`config.mk`:
```
export PLATFORM = sky130hd
export DESIGN_NAME = if_fetch_unit
export DESIGN_NICKNAME = d
export VERILOG_FILES = /design/src/rtl/if_fetch_unit.sv
export SDC_FILE = /design/constraint.sdc
export NUM_CORES = 1
export LEC_CHECK = 0
export CAP_MARGIN = 15
export CORE_UTILIZATION = 40
export CTS_BUF_LIST = sky130_fd_sc_hd__clkbuf_2
export DETAILED_ROUTE_END_ITERATION = 10
export PLACE_DENSITY = 0.73
export REMOVE_ABC_BUFFERS = 1
export SLEW_MARGIN = 5
export SYNTH_ARGS = -nofsm -noshare
export SYNTH_HDL_FRONTEND = slang
export SYNTH_SLANG_ARGS = --single-unit
```
`constraint.sdc`:
```
create_clock -name clk -period 1.87 [get_ports clk]
set_input_delay 0.187 -clock clk [delete_from_list [all_inputs] [get_ports clk]]
set_output_delay 0.187 -clock clk [all_outputs]
set_load 0.03 [all_outputs]
```
`src/rtl/if_fetch_unit.sv`:
```
// ---------------------------------------------------------------------------
// if_fetch_unit
//
// Instruction-fetch stage in front of the IF/ID pipeline buffer.
//
// This block owns the program counter. It issues word fetches to instruction
// memory over a req/ack handshake and presents each returned instruction on
// out_pc/out_inst with a valid flag.
//
// It also handles two kinds of disturbance:
//   - Downstream stall: an instruction that returns during a stall is parked
//     in a hold register, and no new fetch is issued until it drains.
//   - Branch/jump redirect: a fetch that is still in flight when the redirect
//     arrives is squashed, and the target is fetched once that fetch's ack
//     has been absorbed.
//
// Parameters
//   RESET_PC     PC loaded on reset
//   PC_STEP      increment applied to the PC after each accepted fetch
//                (instruction memory is word-addressed)
//
// Ports
//   clk          clock, all state changes on posedge
//   rst_n        asynchronous active-low reset
//   stall        downstream hold; out_* frozen unless redirected
//   redirect     taken branch/jump, flushes fetch state
//   redirect_pc  target PC, sampled when redirect=1
//   imem_req     fetch request (high whenever the FSM is in REQ)
//   imem_addr    fetch address (the current PC)
//   imem_ack     imem_data valid this cycle; may coincide with imem_req
//   imem_data    fetched instruction word
//   out_pc       PC of the presented instruction (to IF/ID in_pc)
//   out_inst     presented instruction, 0 (NOP) when not valid
//   out_valid    out_pc/out_inst hold a real instruction
// ---------------------------------------------------------------------------
module if_fetch_unit #(
  parameter logic [31:0] RESET_PC = 32'h0000_0000,
  parameter logic [31:0] PC_STEP  = 32'd1
) (
  input  logic        clk,
  input  logic        rst_n,
  input  logic        stall,
  input  logic        redirect,
  input  logic [31:0] redirect_pc,
  output logic        imem_req,
  output logic [31:0] imem_addr,
  input  logic        imem_ack,
  input  logic [31:0] imem_data,
  output logic [31:0] out_pc,
  output logic [31:0] out_inst,
  output logic        out_valid
);

  // REQ : a fetch is outstanding at address pc.
  // HOLD: one fetched instruction is parked while downstream is stalled;
  //       no request is issued until it has been handed over.
  typedef enum logic {
    S_REQ  = 1'b0,
    S_HOLD = 1'b1
  } state_t;

  state_t      state, state_nxt;
  logic [31:0] pc, pc_nxt;
  logic        squash, squash_nxt;
  logic [31:0] squash_pc, squash_pc_nxt;
  logic [31:0] hold_pc, hold_pc_nxt;
  logic [31:0] hold_inst, hold_inst_nxt;
  logic [31:0] out_pc_nxt;
  logic [31:0] out_inst_nxt;
  logic        out_valid_nxt;

  // The address is the PC itself. The PC only moves on an ack (or when
  // leaving HOLD), so the address stays stable for as long as a request is
  // pending.
  assign imem_req  = (state == S_REQ);
  assign imem_addr = pc;

  // Next-state and output logic. Everything defaults to "hold", so each
  // branch below lists only what changes.
  always_comb begin
    state_nxt     = state;
    pc_nxt        = pc;
    squash_nxt    = squash;
    squash_pc_nxt = squash_pc;
    hold_pc_nxt   = hold_pc;
    hold_inst_nxt = hold_inst;
    out_pc_nxt    = out_pc;
    out_inst_nxt  = out_inst;
    out_valid_nxt = out_valid;

    case (state)
      S_REQ: begin
        if (redirect && imem_ack) begin
          // The returning word belongs to the wrong path; the target is
          // requested next cycle. Any earlier pending squash is superseded.
          pc_nxt        = redirect_pc;
          squash_nxt    = 1'b0;
          out_valid_nxt = 1'b0;
          out_inst_nxt  = '0;
        end else if (redirect) begin
          // The request at pc is already visible to memory and must complete
          // before the address may change. Remember the target and discard
          // the data when it arrives. A later redirect overwrites the target.
          squash_nxt    = 1'b1;
          squash_pc_nxt = redirect_pc;
          out_valid_nxt = 1'b0;
          out_inst_nxt  = '0;
        end else if (imem_ack && squash) begin
          // The squashed fetch has completed; start fetching the target.
          pc_nxt     = squash_pc;
          squash_nxt = 1'b0;
          if (!stall) begin
            out_valid_nxt = 1'b0;
            out_inst_nxt  = '0;
          end
        end else if (imem_ack && !stall) begin
          out_pc_nxt    = pc;
          out_inst_nxt  = imem_data;
          out_valid_nxt = 1'b1;
          pc_nxt        = pc + PC_STEP;
        end else if (imem_ack) begin
          // The word arrived but downstream cannot take it: park it, and stop
          // requesting so at most one instruction is ever buffered.
          hold_pc_nxt   = pc;
          hold_inst_nxt = imem_data;
          pc_nxt        = pc + PC_STEP;
          state_nxt     = S_HOLD;
        end else if (!stall) begin
          // Wait state with downstream ready: emit a bubble.
          out_valid_nxt = 1'b0;
          out_inst_nxt  = '0;
        end
      end

      S_HOLD: begin
        if (redirect) begin
          // The parked instruction is on the wrong path. Nothing is in
          // flight, so the target can be requested immediately.
          pc_nxt        = redirect_pc;
          out_valid_nxt = 1'b0;
          out_inst_nxt  = '0;
          state_nxt     = S_REQ;
        end else if (!stall) begin
          out_pc_nxt    = hold_pc;
          out_inst_nxt  = hold_inst;
          out_valid_nxt = 1'b1;
          state_nxt     = S_REQ;
        end
      end

      default: begin
        state_nxt = S_REQ;
      end
    endcase
  end

  // ---- state / output register boundary ----
  always_ff @(posedge clk or negedge rst_n) begin
    if (!rst_n) begin
      state     <= S_REQ;
      pc        <= RESET_PC;
      squash    <= 1'b0;
      squash_pc <= '0;
      hold_pc   <= '0;
      hold_inst <= '0;
      out_pc    <= '0;
      out_inst  <= '0;
      out_valid <= 1'b0;
    end else begin
      state     <= state_nxt;
      pc        <= pc_nxt;
      squash    <= squash_nxt;
      squash_pc <= squash_pc_nxt;
      hold_pc   <= hold_pc_nxt;
      hold_inst <= hold_inst_nxt;
      out_pc    <= out_pc_nxt;
      out_inst  <= out_inst_nxt;
      out_valid <= out_valid_nxt;
    end
  end

endmodule

```
==> metrics.yaml <==
status: "complete, but fails checks"
violations: "negative setup slack"
initial_core_util_pct: 40.8
p_leak_nw: 5.47
antenna_found_initial: 1
setup.worst_path.class: "flip-flop to flip-flop"
dr.first_iter.drc_count: 580
dr.pass1.iters: 5
start_kind: "flip-flop"
drive_gt1_share_pct: 35.5
finalPower_w: 0.0122
cts_buffer_depth: 2
syn_area_um2: 8890
maxCapViolCount: 0
die-area_um2: 22800
max_freq_mhz: 519
dpl.hpwl_um: 16500
ir_worst_vdd_mv: 0.586
post-route-min-period_ns: 1.93
die_height_um: 151
end_kind: "flip-flop"
dieWidth_um: 151
h-tree-depth: 4
worst_pin_slew_ns: 0.640
root_buffer: "clkbuf_2"
yosysMostFrequentCell: "dfrtp_1"
rsz0062_at_grt: "yes"
reg2reg_depth: 7
cts_tree: "yes"
grt_max_degree: 66
synth.distinct_cells: 50
cts_made_buffers: 17
numClockSinks: 195
port_buffers: 166
coreArea_um2: 21800
drv_slew: 0
hold_depth: 3
finalCritPeriodShare_pct: 103
synth_edf_count: 0
insertion_delay_ns: 0.80
grt.total_usage_pct: 22.7
grt_pass1_vias: 7398
stdcell_area_um2: 12800
synth.largest_area_cell: "dfrtp_1"
gp_congestion: 0.828
setup_ws_ns: -0.0557
clk_pin_slew_ns: 0.33
vias: 7563
pin_count: 167
fin_skew_ns: 0.0437
setup_viol: 8
grt_first_pass_wirelength_um: 39500
synth_common_cells: "dfrtp_1, mux2_2, nand2_1, o21ai_0, a22oi_1"
vias_per_cell: 5.38
finalHoldViolations: 0
synth_cells: 793
yosys_most_used_dff: "dfrtp_1"
grt.overflow.total: 0
wl_per_cell_um: 17.9
slew_headroom_pct: 57.1
min_path_type: "input pin to flip-flop"
crit_fanout: 6
arrival_ns: 2.68
drt-total-wl_um: 25200
post-route-drc-count: 0
ys_async_sr_fraction_pct: 100
seq_area_frac_synth_pct: 54.9
area_growth_syn_to_layout_pct: 43.9
powerDensity_nw_per_um2: 951
final_antenna_net_count: 0
synth_top_area_share_pct: 54.9
place_ws_ns: -0.208
synth_seq_cells: 195
synth_area_leaders: "dfrtp_1, mux2_2, o21ai_0"
ys_warn_count: 0
placed_cell_area_um2: 11500
cp_data_required_time_ns: 2.62
nets: 1183
row_count: 54
syn_avg_cell_area_um2: 11.2
cell type report:
type	count	area, um2
antenna	1	2.50
clock buffer	17	85.1
clock inverter	15	180
fill	1835	9020
inverter	5	23.8
multi-input combinational	536	3900
sequential	195	4890
tap	280	350
timing repair buffer	358	3380
final timing paths:
| check | to | slack [ns] | start |
|---|---|---|---|
| max | imem_addr[28] | -0.06 | imem_addr[8] |
| min reg2reg | out_pc[3] | 0.52 | out_pc[3] |
| max in group asynchronous | hold_pc[23] | 1.02 | rst_n |
| max reg2reg | imem_addr[28] | -0.06 | imem_addr[8] |
| min | imem_addr[16] | 0.1 | redirect_pc[16] |
| min in group asynchronous | out_pc[4] | 0.50 | rst_n |
sequential cells by signal (all words and copies together), names as in the netlist:
name,cells
hold_pc,32
state,1
squash,1
imem_addr,32
out_pc,32
squash_pc,32
hold_inst,32
out_valid,1
out_inst,32
placed cells by master (no fill, tap or decap), types with 4 or more instances in the layout:
cell type and instances:
a211oi_1 5, a21oi_1 26, a22oi_1 38, and2_1 4, and3_1 12, buf_12 12
buf_2 22, buf_4 110, buf_6 31, clkbuf_2 27, clkdlybuf4s15_1 4, clkdlybuf4s15_2 39
clkdlybuf4s50_1 67, clkinv_8 5, dfrtp_1 188, dfrtp_2 7, dlygate4sd3_1 61, inv_6 6
mux2_2 96, mux2i_1 33, nand2_1 92, nand3_1 7, nand4_1 10, nor2_1 22
nor3_1 5, nor3_2 5, o211ai_1 7, o21ai_0 81, o21ai_1 5, o22ai_1 11
xnor2_1 12, xor2_1 10
power by group:
| part | switching [W] | internal, W |
|---|---|---|
| logic | 0.00224 | 0.00204 |
| registers | 0.000530 | 0.00517 |
| clock network | 0.00172 | 0.000475 |
| total | 0.00449 | 0.00768 |
routing by layer:
layer | part of all wire, % | GRT usage [%] | up-vias
met5 | 0 | 0 | -
met4 | 0.88 | 5.60 | 0
met3 | 5.9 | 4.07 | 23
met2 | 49 | 37.2 | 250
met1 | 45 | 31.0 | 3769
li1 | - | - | 3521
critical path, cell delays in order (launching register included):
cell,delay [ns]
dfrtp_1,0.50
nand4_4,0.15
buf_6,0.15
nor4_4,0.26
buf_4,0.17
nor3b_4,0.32
nand4_1,0.12
and3_1,0.20
through the flow:
step	TNS (ns)	hold WS, ns	utilization, %	cells
after detailed placement	-15.48	0.182	52.6	1269
final	-0.252	0.0974	58.7	1407
after CTS	-0.188	0.00222	57.9	1383
after global placement	-9.28	0.180	52.6	1269
after global routing	-0.994	0.00257	58.7	1407
after floorplan	-317.02	-0.109	-	736
cell families after synthesis:
kind of cell    after synthesis  synth area share (%)
xor+xnor                     22                  2.17
simple gates                184                  10.2
buf+inv                      62                  2.98
flops                       195                  54.9
compound gates              200                  13.8
fa+ha+maj                     1                 0.141
mux                         129                  15.9
timing repair:
item | 4_1_cts | 5_1_grt
hold buffers | 62 | 0
cloned | 0 | 0
hold endpoints to repair | 298 | 0
setup buffers | 21 | 26
setup endpoints to repair | 105 | 121
gates resized for setup | 371 | 105
pin swaps | 8 | 12
Note: power is estimated with default switching activity, not from simulation.
